$ cat src/rtl/fa16_rev_pkg.sv
// Shared constants and types for the reversible 16-bit adder datapath.
package fa16_rev_pkg;

    localparam int unsigned WIDTH = 16;

    typedef enum logic {
        DIR_FWD = 1'b0,
        DIR_BWD = 1'b1
    } dir_e;

endpackage

$ cat src/rtl/rev_maj_uma.sv
// One bit of a Cuccaro ripple adder: MAJ followed by UMA when running forward,
// UMA^-1 followed by MAJ^-1 when running backward. Carry ripples upward both ways.
module rev_maj_uma
    import fa16_rev_pkg::*;
(
    input  logic dir,
    input  logic p,     // forward: b, backward: sum
    input  logic a,
    input  logic cin,
    output logic q,     // forward: sum, backward: b
    output logic a_o,
    output logic cout
);

    logic x, y, z, x2, z2;

    always_comb begin
        // First half: MAJ (fwd) or UMA^-1 (bwd). Only the y-wire CNOT differs.
        x = cin ^ a;
        if (dir == DIR_BWD) begin
            y = p ^ cin;
        end else begin
            y = p ^ a;
        end
        z = a ^ (x & y);

        // Second half: UMA (fwd) or MAJ^-1 (bwd); z2 restores a, x2 restores cin.
        z2 = z ^ (x & y);
        x2 = x ^ z2;
        if (dir == DIR_BWD) begin
            q = y ^ z2;
        end else begin
            q = y ^ x2;
        end
    end

    assign a_o  = z2;
    assign cout = z;

endmodule

$ cat src/rtl/fa16_rev_ctrl.sv
// Reversible 16-bit adder with direction select; one shared MAJ/UMA chain feeds
// separately held forward and backward output banks.
module fa16_rev_ctrl
    import fa16_rev_pkg::*;
(
`ifdef USE_POWER_PINS
    inout  wire              VDD,
    inout  wire              VSS,
`endif
    input  logic             clk,
    input  logic             rst_n,
    input  logic             dir,
    input  logic [WIDTH-1:0] f_a,
    input  logic [WIDTH-1:0] f_b,
    input  logic             f_c0_f,
    input  logic             f_z,
    output logic [WIDTH-1:0] f_s,
    output logic [WIDTH-1:0] f_a_b,
    output logic             f_c0_b,
    output logic             f_c15,
    input  logic [WIDTH-1:0] r_s,
    input  logic [WIDTH-1:0] r_a_b,
    input  logic             r_c0_b,
    input  logic             r_c15,
    output logic [WIDTH-1:0] r_a,
    output logic [WIDTH-1:0] r_b,
    output logic             r_c0_f,
    output logic             r_z
);

    logic             bwd;
    logic [WIDTH-1:0] p_in, a_in, q_out, a_out;
    logic [WIDTH:0]   carry;
    logic             anc_in;

    assign bwd      = (dir == DIR_BWD);
    assign p_in     = bwd ? r_s    : f_b;
    assign a_in     = bwd ? r_a_b  : f_a;
    assign carry[0] = bwd ? r_c0_b : f_c0_f;
    assign anc_in   = bwd ? r_c15  : f_z;

    for (genvar i = 0; i < WIDTH; i++) begin : g_chain
        rev_maj_uma u_cell (
            .dir  (dir),
            .p    (p_in[i]),
            .a    (a_in[i]),
            .cin  (carry[i]),
            .q    (q_out[i]),
            .a_o  (a_out[i]),
            .cout (carry[i+1])
        );
    end

    always_ff @(posedge clk or negedge rst_n) begin
        if (!rst_n) begin
            f_s    <= '0;
            f_a_b  <= '0;
            f_c0_b <= 1'b0;
            f_c15  <= 1'b0;
        end else if (!bwd) begin
            f_s    <= q_out;
            f_a_b  <= a_out;
            f_c0_b <= carry[0];
            f_c15  <= anc_in ^ carry[WIDTH];
        end
    end

    always_ff @(posedge clk or negedge rst_n) begin
        if (!rst_n) begin
            r_a    <= '0;
            r_b    <= '0;
            r_c0_f <= 1'b0;
            r_z    <= 1'b0;
        end else if (bwd) begin
            r_a    <= a_out;
            r_b    <= q_out;
            r_c0_f <= carry[0];
            r_z    <= anc_in ^ carry[WIDTH];
        end
    end

endmodule

$ cat config.mk
export PLATFORM = sky130hd
export DESIGN_NAME = fa16_rev_ctrl
export DESIGN_NICKNAME = d
export VERILOG_FILES = /design/src/rtl/fa16_rev_pkg.sv /design/src/rtl/rev_maj_uma.sv /design/src/rtl/fa16_rev_ctrl.sv
export SDC_FILE = /design/constraint.sdc
export NUM_CORES = 1
export LEC_CHECK = 0
export BUFFER_PORTS_ARGS = -buffer_cell sky130_fd_sc_hd__buf_2
export CAP_MARGIN = 20
export CORE_MARGIN = 3
export CORE_UTILIZATION = 50
export CTS_CLUSTER_DIAMETER = 150
export DETAILED_ROUTE_END_ITERATION = 12
export GPL_TIMING_DRIVEN = 0
export PLACE_DENSITY_LB_ADDON = 0.08
export SLEW_MARGIN = 10
export SYNTH_ARGS = -nofsm -noshare
export SYNTH_HDL_FRONTEND = slang
export SYNTH_HIERARCHICAL = 1
export SYNTH_SLANG_ARGS = --single-unit
$ cat constraint.sdc
create_clock -name clk -period 0.8 [get_ports clk]
set_input_delay 0.12 -clock clk [delete_from_list [all_inputs] [get_ports clk]]
set_output_delay 0.12 -clock clk [all_outputs]
set_load 0.005 [all_outputs]
[After elaboration in Yosys (flattened, before gate mapping)]
Cells that the tools add are included.
Word-level totals
  memory bits (writable): 0
  memory bits (read-only): 0
  register bits after elaboration: 68
  memories kept: 0
  output and inout bits: 68
  input port bits: 71
  bits in latches: 0
  word-level logic and storage cells: 189
Operators by class
  equality and inequality tests: 0
  mux-type cells: 36
  add/subtract/negate cells: 0
  reductions and logical operators: 0
  magnitude comparators: 0
  bitwise operators: 145
  shift-type cells: 0
  multiply operators: 0
  divide/modulo/power cells: 0
Operators by type and width (number)
  XOR 1 bit: 129
  2-to-1 mux 1 bit: 34
  2-to-1 mux 16 bit: 2
  AND 1 bit: 16

[Longest topological paths before layout]
Gate-level depths: netlist of run 1.
  depth in word-level cells: 69
  mapped depth: 23
  mapped depth without buffers: 20

[Modules after synthesis]
The synthesis of run 1 kept the hierarchy.
Modules (own cells, without submodules)
  fa16_rev_ctrl: sequential area each 1701.6 µm², area an instance 3146.8 µm², cells each 189, instances 1
  rev_maj_uma: sequential area each 0.0 µm², area an instance 41.3 µm², cells each 5, instances 16

[Least setup slack after synthesis of run 1]
No wires, ideal clock.
  kind: input port to flip-flop
  start: input dir
  end: register r_z
  arrival time: 6253 ps
  required time: 677 ps
  library setup time: 123 ps
  stages on the path: 23
  path slack: -5576 ps
  buffers on the path: 3
  cell sequence: clkbuf_2 buf_6 buf_6 mux2_4 xor2_1 maj3_2 maj3_2 maj3_2 maj3_2 maj3_2 maj3_2 maj3_2 maj3_2 maj3_2 maj3_2 maj3_2 maj3_2 maj3_2 maj3_2 maj3_2 maj3_2 xnor2_1 a21oi_1
Between the ends
  cells in the longest elaborated chain, start to end: 66
  elaborated cells between the ends (all ways): 101
  classes of those cells: 20 x mux; 81 x bitwise
RTL lines
  from (decl): RTL line fa16_rev_ctrl.sv:12  | input logic dir,
  2-to-1 mux 16 bit *: RTL line fa16_rev_ctrl.sv:37  | assign p_in = bwd ? r_s : f_b;
  via p_in[0]: RTL line fa16_rev_ctrl.sv:32  | logic [WIDTH-1:0] p_in, a_in, q_out, a_out;
  XOR 1 bit, on equally long branches: RTL line rev_maj_uma.sv:23, rev_maj_uma.sv:21
  2-to-1 mux 1 bit *: RTL line rev_maj_uma.sv:20  | if (dir == DIR_BWD) begin
  AND 1 bit *: RTL line rev_maj_uma.sv:25  | z = a ^ (x & y);
  XOR 1 bit *: RTL line rev_maj_uma.sv:25
  via carry[1]: RTL line fa16_rev_ctrl.sv:33  | logic [WIDTH:0] carry;
  XOR 1 bit: RTL line rev_maj_uma.sv:21  | y = p ^ cin;
  [... 3 more ...]
  via carry[2]: RTL line fa16_rev_ctrl.sv:33
  [... 4 more ...]
  via carry[3]: RTL line fa16_rev_ctrl.sv:33
  [... 4 more ...]
  via carry[4]: RTL line fa16_rev_ctrl.sv:33
  [... 4 more ...]
  via carry[5]: RTL line fa16_rev_ctrl.sv:33
  [... 4 more ...]
  via carry[6]: RTL line fa16_rev_ctrl.sv:33
  [... 4 more ...]
  via carry[7]: RTL line fa16_rev_ctrl.sv:33
  [... 4 more ...]
  via carry[8]: RTL line fa16_rev_ctrl.sv:33
  [... 4 more ...]
  via carry[9]: RTL line fa16_rev_ctrl.sv:33
  [... 4 more ...]
  via carry[10]: RTL line fa16_rev_ctrl.sv:33
  [... 4 more ...]
  via carry[11]: RTL line fa16_rev_ctrl.sv:33
  [... 4 more ...]
  via carry[12]: RTL line fa16_rev_ctrl.sv:33
  [... 4 more ...]
  via carry[13]: RTL line fa16_rev_ctrl.sv:33
  [... 4 more ...]
  via carry[14]: RTL line fa16_rev_ctrl.sv:33
  [... 3 more ...]
  XOR 1 bit *: RTL line rev_maj_uma.sv:25
  via carry[15]: RTL line fa16_rev_ctrl.sv:33
  XOR 1 bit: RTL line rev_maj_uma.sv:21
  2-to-1 mux 1 bit: RTL line rev_maj_uma.sv:20
  AND 1 bit *: RTL line rev_maj_uma.sv:25
  XOR 1 bit *: RTL line rev_maj_uma.sv:25
  via carry[16]: RTL line fa16_rev_ctrl.sv:33
  XOR 1 bit *: RTL line fa16_rev_ctrl.sv:78  | r_z <= anc_in ^ carry[WIDTH];
  to (signal assigned): RTL line fa16_rev_ctrl.sv:78
  to (decl): RTL line fa16_rev_ctrl.sv:28  | output logic r_z
Mark *: on every way through the listed nets, which the timed path passes. The rest lies on a longest branch.
A chain may end at the register's enable or synchronous reset.

[Worst setup path after layout of run 1]
Ends and elaborated chain as after synthesis.

==> impl_metrics.csv, run 1 <==
group,metric,value,unit
yosys,yosysWarnings,6,
clocking,numCtsBuffers,9,
cells_and_area,fin_util,75.0,%
grt,grt_max_degree,37,
critical_path,worstPathCellList,"buf_16, buf_8, buf_12, buf_12, mux2_4, xor2_1, maj3_2, maj3_2, maj3_2, maj3_2, maj3_2, maj3_2, maj3_2, maj3_2, maj3_2, maj3_2, maj3_2, maj3_2, maj3_2, maj3_2, maj3_2, maj3_2, xnor2_2, a21oi_1",
detailed_routing,avgViaCountPerCell,4.84,
cells_and_area,fillCellCount,509,
pwr,switching_share,28.2,%
clocking,clock_latency,0.34,ns
pwr,internal-power,9120,uW
timing,fin_skew,0,ns
grt,grt_pass1_vias,2758,
floorplanning,die_area,8700,sq um
cells_and_area,fin_nets,522,
timing,period_share,771,%
floorplanning,die_w,93.3,um
floorplanning,rows,31,
yosys,syn-num-nets,340,
timing,setup_viol,134,
floorplanning,core_region_area,7330,sq um
cells_and_area,syn_to_final_growth,44.4,%
grt,antenna_found_initial,0,
detailed_routing,drtIter0Drc,63,
floorplanning,start_util,51.9,%
critical_path,cp.required,1.07,ns
critical_path,cp.depth,24,
yosys,seq_area_frac_synth,44.7,%
placement,port_buffers,138,
critical_path,crit_type,"in -> reg",
flow_run,maxCapViolCount,0,
timing,timing.final.hold_violations,32,
timing,rsz0062_at_grt,"true",
floorplanning,io_pins,139,
pwr,p_seq_share,37.2,%
timing,fin_ws,-5.37,ns
grt,grt-ovfl-total,0,
critical_path,worstRegToRegCells,1,
cells_and_area,mostFrequentLayoutCells,"140 x buf_2, 68 x dfrtp_1, 59 x mux2_4",
pwr,power.switching,3590,uW
critical_path,cp.buffers_inverters,4,
critical_path,critPathMaxStageDelay,0.35,ns
critical_path,cp.arrival,6.44,ns
placement,hpwl,6460,um
detailed_routing,drc,0,
yosys,netlist_instances,269,
pwr,p_per_area,2310,nW/um^2
timing,post-route-min-period,6.17,ns
cells_and_area,regArea,1700,sq um
timing,holdWs,-0.287,ns
detailed_routing,dr.pass1.iters,4,
pwr,ir_drop,1450,uV
placement,gp_congestion,0.790,
clocking,cts_sinks,68,
yosys,ys_types,16,
critical_path,crit_top_cell,"maj3_2",
cells_and_area,diodes,0,
clocking,cts_tree,"built",
critical_path,worstPathMaxFanout,4,
critical_path,crit_path_end_kind,"register",
grt,grt_pass1_wl,14400,um
critical_path,critPathLaunchType,"input pin",
detailed_routing,vias,2687,
run_status,status,"complete, but fails checks",
critical_path,crit_family,"adder cells",
timing,maxSlewViolCount,0,
grt,grt_usage,22.1,%
yosys,synth_area_per_cell,14.2,sq um
cells_and_area,multi_input_area,2200,sq um
cells_and_area,layout_commonest_cell,"buf_2",
detailed_routing,ant_nets,0,
yosys,synth_area,3810,sq um
pwr,p_clk_share,25.7,%
min_path,hold_class,"in -> async",
detailed_routing,finalWirelength,9360,um
timing,fmax,0.162,GHz
floorplanning,die_h,93.3,um
yosys,ys_ff_latch,68,
run_status,violations,"negative hold slack, negative setup slack",
cells_and_area,drive_above_1_share,75.0,%
timing,tightest_slew,0.441,ns
detailed_routing,wire_per_inst,16.9,um
clocking,root_buffer,"clkbuf_8",
timing,tns,-137.59,ns
clocking,htree_levels,3,
pwr,leakage,0.00274,uW
critical_path,crit_path_top_delay_cell,"maj3_2",
clocking,clock_path_buffers,2,
pwr,pwr-share-comb,37.0,%
timing,maxSlewHeadroom,70.6,%
clocking,clk_pin_slew,0.07,ns
==> repair_timing <==
| item | in CTS | in global routing |
|---|---|---|
| hold endpoints to repair | 32 | 32 |
| setup buffers | 25 | 8 |
| pin swaps | 22 | 28 |
| resized for setup | 32 | 31 |
| setup endpoints to repair | 136 | 134 |
==> Yosys cell counts <==
cell       n  share of area [%]
xor2_1    16                3.7
buf_6      7                2.1
dfrtp_1   68                 45
nor2_1     1              0.098
xnor2_1   34                7.8
clkbuf_2   1               0.13
maj3_2    16                4.7
clkbuf_1  16                1.6
o21ai_0    2               0.26
nand2_1    5               0.49
nand2b_1   1               0.16
inv_1      1              0.098
a21oi_1    1               0.13
mux2_4    52                 21
mux2_2    44                 13
buf_2      4               0.53
==> logic make-up (layout without fill, tap and decap cells) <==
group | Yosys count | after routing | share of synthesized area [%]
multiplexers | 96 | 96 | 33.5
flip-flops | 68 | 68 | 44.7
XOR/XNOR | 50 | 50 | 11.5
buffers and inverters | 29 | 216 | 4.40
adder cells (fa/ha/maj) | 16 | 16 | 4.73
AND/OR/NAND/NOR | 7 | 7 | 0.756
AO/OA/AOI/OAI | 3 | 3 | 0.394
==> power by group through the flow <==
stage          Clock (uW)  Combinational [uW]  Sequential, uW
2_1_floorplan           0                2240            4850
3_3_place_gp            0                3740            4760
3_5_place_dp            0                3840            4790
4_1_cts              3350                4300            4730
5_1_grt              3530                5070            4850
6_report             3270                4710            4730
==> stage by stage <==
stage / instances / hold slack, ns / total power, uW / cell area (sq um) / setup WS [ns]
finish: 555 / -0.287 / 12700 / 5500 / -5.37
global route: 555 / -0.272 / 13400 / 5500 / -5.52
CTS: 548 / -0.286 / 12400 / 5260 / -5.57
detailed placement: 507 / 0.0934 / 8630 / 4670 / -6.46
global placement: 506 / 0.351 / 8500 / 4650 / -6.41
floorplan: 269 / -0.176 / 7080 / 3830 / -5.54
==> registers in the layout (all words and copies together), names as in the netlist <==
signal and cells:
f_a_b 16, f_s 16, r_a 16, r_b 16
f_c0_b 1, f_c15 1, r_c0_f 1, r_z 1
==> worst paths after layout <==
kind                         from       end  slack [ns]
setup / recovery              dir       r_z       -5.37
hold / removal              rst_n     f_c15       -0.29
setup reg to reg           r_b[1]    r_b[1]       -0.01
hold reg to reg            f_c0_b    f_c0_b        0.49
max in group asynchronous   rst_n  f_a_b[5]        0.55
min in group clk           f_c0_f    f_c0_b        0.03
==> per-layer routing <==
| metal | part of all wire [%] | GRT usage (%) | vias up |
|---|---|---|---|
| met5 | 0 | 0 | - |
| met4 | 1.6 | 7.94 | 0 |
| met3 | 6.4 | 6.60 | 13 |
| met2 | 48 | 34.3 | 79 |
| met1 | 44 | 29.3 | 1311 |
| li1 | - | - | 1284 |
==> final cells by class <==
| class | instances | share of cell area, % |
|---|---|---|
| timing repair buffer | 171 | 18.4 |
| tap | 99 | 2.25 |
| buffer | 28 | 4.05 |
| inverter | 1 | 0.0683 |
| clock buffer | 11 | 2.75 |
| sequential | 68 | 31.0 |
| multi-input combinational | 172 | 40.0 |
| clock inverter | 5 | 1.52 |
(Power assumes the default switching activity.)
==> run 2: changes to the inputs <==
- PLACE_DENSITY: default -> 0.88
- PLACE_DENSITY_LB_ADDON: 0.08 -> default
==> run 2 against run 1 <==
The flow still finishes with violations (negative hold slack, negative setup slack). Non-clock buffer count up 20. Die area did not move. Wire length increased by 16%. Critical endpoint is now f_s[15]. Largest power group is now combinational logic.
==> impl_metrics.csv, run 2 (synthesized netlist as in run 1, its figures left out) <==
group,metric,value,unit
run_status,status,"complete, but fails checks",
run_status,violations,"negative hold slack, negative setup slack",
placement,port_buffers,138,
clocking,root_buffer,"clkbuf_8",
detailed_routing,drtIter0Drc,69,
timing,period_share,798,%
cells_and_area,fin_util,77.7,%
grt,grt_pass1_wl,15400,um
critical_path,cp.required,1.02,ns
cells_and_area,fin_area,5690,sq um
grt,grt_max_degree,69,
cells_and_area,mostFrequentLayoutCells,"140 x buf_2, 68 x dfrtp_1, 67 x mux2_4",
timing,setup_viol,134,
clocking,cts_tree,"built",
cells_and_area,fin_nets,542,
timing,holdWs,-0.110,ns
cells_and_area,layout_commonest_cell,"buf_2",
detailed_routing,ant_nets,0,
cells_and_area,syn_to_final_growth,49.5,%
detailed_routing,wire_per_inst,18.9,um
critical_path,crit_type,"in -> reg",
grt,grt_usage,23.3,%
timing,tightest_slew,0.874,ns
critical_path,crit_path_end_kind,"register",
critical_path,worstPathCellList,"buf_16, buf_8, buf_12, buf_12, mux2_4, xor2_1, maj3_2, maj3_2, maj3_2, maj3_2, maj3_2, maj3_2, maj3_2, maj3_2, maj3_2, maj3_2, maj3_2, maj3_2, maj3_2, maj3_2, maj3_2, xnor2_1, xnor2_1, mux2_2",
placement,post-place-ws,-6.49,ns
placement,gp_congestion,0.790,
pwr,p_per_area,2200,nW/um^2
floorplanning,die_h,93.3,um
clocking,htree_levels,3,
detailed_routing,dr.pass1.iters,4,
critical_path,cp.arrival,6.60,ns
placement,dpl.cell_count,506,
critical_path,worstPathMaxFanout,4,
floorplanning,core_region_area,7330,sq um
floorplanning,start_util,51.9,%
flow_run,maxCapViolCount,0,
clocking,clock_path_buffers,2,
floorplanning,rows,31,
pwr,ir_drop,1510,uV
timing,fmax,0.157,GHz
critical_path,critPathLaunchType,"input pin",
timing,post-route-min-period,6.38,ns
clocking,numCtsBuffers,9,
floorplanning,die_w,93.3,um
placement,hpwl,6800,um
grt,grt_pass1_vias,3024,
timing,rsz0062_at_grt,"true",
grt,grt-ovfl-total,0,
clocking,cts_sinks,68,
timing,timing.final.hold_violations,68,
placement,place_area,4650,sq um
critical_path,crit_top_cell,"maj3_2",
timing,maxSlewViolCount,0,
floorplanning,io_pins,139,
critical_path,crit_path_top_delay_cell,"maj3_2",
detailed_routing,vias,2897,
timing,fin_skew,0,ns
cells_and_area,stdcell_count,574,
detailed_routing,finalWirelength,10800,um
pwr,leakage,0.00288,uW
timing,fin_ws,-5.58,ns
cells_and_area,diodes,0,
detailed_routing,avgViaCountPerCell,5.05,
pwr,p_total,12500,uW
timing,maxSlewHeadroom,41.7,%
grt,antenna_found_initial,0,
critical_path,critPathMaxStageDelay,0.34,ns
cells_and_area,drive_above_1_share,76.0,%
floorplanning,die_area,8700,sq um
clocking,clock_latency,0.32,ns
min_path,hold_class,"in -> async",
detailed_routing,drc,0,
clocking,clk_pin_slew,0.08,ns
-- run 2: path summary, 6_finish.rpt --
check | start | to | slack [ns] | cells past startpoint
worst min-delay path | rst_n | r_b[6] | -0.11 | 1
worst max-delay path | dir | f_s[15] | -5.58 | 24
worst min register to register | f_a_b[0] | f_a_b[0] | 0.50 | 1
worst max register to register | r_b[8] | r_b[8] | 0 | 1
min in group clk | f_c0_f | f_c0_b | 0.04 | 3
max in group asynchronous | rst_n | f_a_b[13] | 0.32 | 1
-- run 2: through the flow --
stage	TNS (ns)	hold WS, ns
after floorplan	-128.57	-0.176
after global placement	-219.89	0.344
after detailed placement	-183.04	0.281
after CTS	-142.07	-0.0831
after global routing	-148.98	-0.0617
final	-143.70	-0.110
-- run 2: critical path: cells and delay by family --
family	cells	cell delay [ns]
xor gates and xnor gates	3	0.55
muxes	2	0.61
buffers and inverters	4	0.46
adders and majority gates	15	4.86
-- run 2: report_power, final --
part	internal [uW]	switching, uW
registers	4300	480
clock network	1270	1240
logic	3210	2050
total	8780	3770
-- run 2: what timing repair did --
item	4_1_cts	5_1_grt
setup buffers	28	27
resized for setup	36	48
setup endpoints to repair	136	134
hold endpoints to repair	68	68
pin swaps	23	32
-- run 2: cell type report --
class	instances	area [sq um]
Buffer	28	215
Inverter	1	3.75
Multi-Input combinational cell	172	2300
Clock buffer	13	159
Tap cell	99	124
Clock inverter	2	10.0
Sequential cell	68	1700
Timing Repair Buffer	191	1180
Fill cell	443	1640
-- run 2: layer usage --
layer	global-route usage, %	vias up	share of wire, %
li1	-	1312	-
met1	29.1	1479	40
met2	40.4	87	53
met3	4.99	19	4.5
met4	6.96	0	1.8
met5	0	-	0
